--- config.mk ---
export PLATFORM = sky130hd
export DESIGN_NAME = axistream_snooper
export DESIGN_NICKNAME = d
export VERILOG_FILES = /design/src/rtl/axistream_snooper.sv
export SDC_FILE = /design/constraint.sdc
export NUM_CORES = 1
export LEC_CHECK = 0
export ABC_AREA = 1
export CAP_MARGIN = 20
export CORE_MARGIN = 2
export CORE_UTILIZATION = 41
export CTS_BUF_LIST = sky130_fd_sc_hd__clkbuf_8
export DETAILED_ROUTE_END_ITERATION = 12
export PLACE_DENSITY = 0.75
export RECOVER_POWER = 100
export SLEW_MARGIN = 20
export SYNTH_ARGS = -nofsm -noshare
export SYNTH_HDL_FRONTEND = slang
export SYNTH_SLANG_ARGS = --single-unit
--- constraint.sdc ---
create_clock -name clk -period 3.7 [get_ports clk]
set_clock_uncertainty 0.05 [all_clocks]
set_input_delay 0.925 -clock clk [delete_from_list [all_inputs] [get_ports clk]]
set_output_delay 0.925 -clock clk [all_outputs]
set_load 0.005 [all_outputs]
--- src/rtl/axistream_snooper.sv ---
// AXI Stream ingress tap: copies each 64-bit packet into the offered packetmem buffer, reports its length, counts drops.
// Optional macro AXIS_SNOOPER_TKEEP_EN: last-beat byte count taken from TKEEP instead of a fixed 8.
module axistream_snooper #(
    parameter int ADDR_WIDTH = 10
) (
    input  logic                  clk,
    input  logic                  rst_n,
    input  logic [63:0]           TDATA,
    input  logic                  TVALID,
    input  logic                  TLAST,
    input  logic [7:0]            TKEEP,
    output logic                  TREADY,
    output logic [ADDR_WIDTH-1:0] snooper_wr_addr,
    output logic [63:0]           snooper_wr_data,
    output logic                  snooper_wr_en,
    output logic                  snooper_done,
    input  logic                  ready_for_snooper,
    output logic [31:0]           len_from_snooper,
    output logic [31:0]           drop_cnt
);

    typedef enum logic [1:0] {
        IDLE    = 2'd0,
        CAPTURE = 2'd1,
        DROP    = 2'd2
    } state_e;

    state_e                state_q, state_d;
    logic                  wr_en_q, wr_en_d;
    logic [ADDR_WIDTH-1:0] wr_addr_q, wr_addr_d;
    logic [63:0]           wr_data_q, wr_data_d;
    logic                  done_q, done_d;
    logic [31:0]           len_q, len_d;
    logic [31:0]           drop_q, drop_d;

    logic                  accept;
    logic [3:0]            last_bytes;
    logic [31:0]           drop_inc;
    logic [31:0]           capture_len;

    // The tap never stalls the link; it is only deaf while held in reset.
    assign TREADY   = rst_n;
    assign accept   = TVALID && TREADY;
    assign drop_inc = (drop_q == 32'hFFFF_FFFF) ? drop_q : drop_q + 32'd1;

`ifdef AXIS_SNOOPER_TKEEP_EN
    always_comb begin
        last_bytes = 4'($countones(TKEEP));
        if (last_bytes == 4'd0) begin
            last_bytes = 4'd8;
        end
    end
`else
    logic unused_tkeep;
    assign unused_tkeep = ^TKEEP;
    assign last_bytes   = 4'd8;
`endif

    // wr_addr_q still holds the previous beat's index, so the finishing beat is index wr_addr_q + 1.
    assign capture_len = ((32'(wr_addr_q) + 32'd1) << 3) + 32'(last_bytes);

    always_comb begin
        state_d   = state_q;
        wr_en_d   = 1'b0;
        wr_addr_d = wr_addr_q;
        wr_data_d = wr_data_q;
        done_d    = 1'b0;
        len_d     = len_q;
        drop_d    = drop_q;
        if (accept) begin
            case (state_q)
                IDLE: begin
                    if (ready_for_snooper && !done_q) begin
                        wr_en_d   = 1'b1;
                        wr_addr_d = '0;
                        wr_data_d = TDATA;
                        if (TLAST) begin
                            done_d = 1'b1;
                            len_d  = 32'(last_bytes);
                        end else begin
                            state_d = CAPTURE;
                        end
                    end else begin
                        drop_d = drop_inc;
                        if (!TLAST) begin
                            state_d = DROP;
                        end
                    end
                end
                CAPTURE: begin
                    if (wr_addr_q == '1) begin
                        drop_d  = drop_inc;
                        state_d = TLAST ? IDLE : DROP;
                    end else begin
                        wr_en_d   = 1'b1;
                        wr_addr_d = wr_addr_q + ADDR_WIDTH'(1);
                        wr_data_d = TDATA;
                        if (TLAST) begin
                            done_d  = 1'b1;
                            len_d   = capture_len;
                            state_d = IDLE;
                        end
                    end
                end
                DROP: begin
                    if (TLAST) begin
                        state_d = IDLE;
                    end
                end
                default: state_d = IDLE;
            endcase
        end
    end

    always_ff @(posedge clk) begin
        if (!rst_n) begin
            state_q   <= IDLE;
            wr_en_q   <= 1'b0;
            wr_addr_q <= '0;
            wr_data_q <= '0;
            done_q    <= 1'b0;
            len_q     <= '0;
            drop_q    <= '0;
        end else begin
            state_q   <= state_d;
            wr_en_q   <= wr_en_d;
            wr_addr_q <= wr_addr_d;
            wr_data_q <= wr_data_d;
            done_q    <= done_d;
            len_q     <= len_d;
            drop_q    <= drop_d;
        end
    end

    assign snooper_wr_en    = wr_en_q;
    assign snooper_wr_addr  = wr_addr_q;
    assign snooper_wr_data  = wr_data_q;
    assign snooper_done     = done_q;
    assign len_from_snooper = len_q;
    assign drop_cnt         = drop_q;

endmodule

==> impl_metrics.ini <==
[clock_network]
cts_buffers = 17
cts_hold_buf = 0
cts_tree = yes
cts_root_buffer = clkbuf_8
cts.path.max_buffers = 2
cts.clk_slew.worst_paths_ns = 0.08
htree_levels = 4
cts_resized = 0
cts_setup_buffers = 0
worstSkewPairLatency_ns = 0.45
cts.sinks = 122

[sta]
fin_crit_ns = 2.933
finalSetupTns_ns = 0
tightest_slew_ns = 1.224
final_max_slew_viol_count = 0
rsz0062_at_grt = no
setup_viol = 0
finalCritPeriodShare_pct = 79.27
finalHoldViolCount = 0
hold_ws_ns = 0.4017
relSlewSlack_pct = 18.34
max_clock_freq_ghz = 0.3410

[floorplan]
start_util_pct = 42.20
chipHeight_um = 123.8
die_area_um2 = 15320
rows = 43
fp.dieW_um = 123.8
ioPinCount = 218
core_um2 = 13930

[logic_synthesis]
synth.area.top_cells = dfxtp_1 (42%), nand2_1 (13%), nor2_1 (11%), o21ai_0 (6.0%), a21oi_1 (4.0%)
syn-cell-area_um2 = 5881
yosysTopAreaCellShare_pct = 41.53
synth.yosys.seq_area_share_pct = 41.53
yosys.area.top_type = dfxtp_1
ys_types = 35
synth-seq-cells = 122
yosys_warnings = 0
synthCells = 835
syn_avg_cell_area_um2 = 7.043

[final_layout]
final_area_um2 = 8103
multiInputGateArea_um2 = 2912
n_antenna_cell = 0
fillers = 1311
area.growth.synth_to_final_pct = 37.79
drive_above_1_share_pct = 6.615
fin_nets = 1096
regArea_um2 = 2442

[detailed_routing]
firstDrtPassIters = 6
drc_errors = 0
num_vias = 5752
wire_per_inst_um = 13.22
vias_per_cell = 4.762
antenna_left = 0
drt_wl_total_um = 15970
drt_iter0_drc = 305

[setup_path]
endpoint_kind = flop
cp_data_arrival_time_ns = 3.27
slowest_stage = nand2_1
critPathKind = in2reg
max_stage_delay_ns = 0.57
path_cells = dlygate4sd3_1 -> inv_1 -> o21ai_0 -> nand2_1 -> clkinv_1 -> nand2_1 -> buf_4 -> o21ai_0 -> nor2_1
startpoint_type = primary input
worstPathMaxFanout = 56
required_ns = 4.04

[power_and_ir_drop]
ir_drop_v = 0.0002946
fin_total_pwr_mw = 2.894
power.density_nw_per_um2 = 357.2
power.leakage_nw = 3.318

[status]
outcome = completed

[job]
cap_viol_max_count = 0

[grt]
antenna_found_initial = 0
overflow = 0
grt_start_max_net_pins = 57
grt_usage_pct = 21.66
grt_pass1_wl_um = 25670
grt_pass1_vias = 5163

[hold_path]
hp-class = reg2reg

[placed_design]
port-buffer-count = 189
place_area_um2 = 7721
place_congestion = 0.9347
hpwl_um = 11600
## metal layers
metal	routed length (um)	up-vias	global-route usage [%]
met4	389	0	8.949
met2	7741	172	35.34
met5	0	-	0
met3	1066	28	7.326
li1	-	2980	-
met1	6773	2572	26.09
## Yosys cell counts, drive strengths merged
cell / number
nand2: 206
nor2: 188
dfxtp: 122
o21ai: 70
a21oi: 54
inv: 44
buf: 39
nand3: 28
xor2: 20
clkbuf: 15
nor3: 12
nand4: 9
xnor2: 9
nand3b: 5
ha: 4
clkinv: 3
o21bai: 2
or2: 2
a211oi: 1
conb: 1
nor3b: 1
## layout by cell type (no fill, tap or decap), drive strengths merged
cell type	instances
nand3	28
ha	4
nand2	206
or2	2
a211oi	1
nor3b	1
dlygate4sd3	122
inv	47
clkinvlp	3
o21bai	2
clkbuf	19
clkdlybuf4s50	66
o21ai	70
nand4	9
nand3b	5
conb	20
xnor2	9
nor3	12
buf	7
a21oi	54
xor2	20
clkinv	9
dfxtp	122
bufinv	2
nor2	188
## critical path: cells and delay by family
family,cells,cell delay [ns]
buffers and inverters,4,1.23
AND/OR/NAND/NOR,3,0.78
AO/OA/AOI/OAI,2,0.33
## power breakdown
part | leakage (nW) | switching [mW] | internal [mW]
registers | 0.991 | 0.0214 | 1.36
clock network | 0.197 | 0.588 | 0.628
logic | 2.13 | 0.140 | 0.160
## flip-flops by register name, summed over array words and instances (netlist names)
| signal | flops |
|---|---|
| snooper_wr_addr | 10 |
| drop_cnt | 32 |
| len_from_snooper | 12 |
| snooper_done | 1 |
| snooper_wr_data | 64 |
| state_q | 2 |
| snooper_wr_en | 1 |
## cells by family (layout without fill, tap and decap cells)
group,Yosys count,after routing,synth area share [%]
other cells,1,20,0.06377
flops,122,122,41.53
xor+xnor,29,29,4.319
compound gates,127,127,11.38
simple gates,451,451,32.13
buf+inv,101,275,9.723
fa+ha+maj,4,4,0.8511
## final timing paths
check | startpoint | end | slack, ns | cells after the start
worst max-delay path | ready_for_snooper | snooper_wr_data[34]$_SDFFE_PN0P_ | 0.77 | 9
worst min-delay path | len_from_snooper[14]$_SDFFE_PN0P_ | len_from_snooper[14]$_SDFFE_PN0P_ | 0.40 | 2
worst max register to register | snooper_wr_addr[0]$_SDFFE_PN0P_ | snooper_wr_data[34]$_SDFFE_PN0P_ | 0.79 | 10
worst min register to register | len_from_snooper[14]$_SDFFE_PN0P_ | len_from_snooper[14]$_SDFFE_PN0P_ | 0.40 | 2
## area by class of cell
type,instances,share of cell area [%]
multi-input cells,631,35.93
clock inverters,14,1.992
well taps,180,2.779
flip-flops and latches,122,30.14
clock buffers,18,3.057
repair buffers,196,23.92
inverters,47,2.177
## through the flow
stage / setup WS, ns / utilization, % / cells
after floorplan: 1.689 / - / 854
after global placement: 0.7982 / 55.41 / 1176
after detailed placement: 0.7683 / 55.41 / 1176
after CTS: 1.051 / 58.35 / 1208
after global routing: 0.4768 / 58.15 / 1208
final: 0.7671 / 58.15 / 1208
No activity file was read; power rests on OpenSTA's default activity.
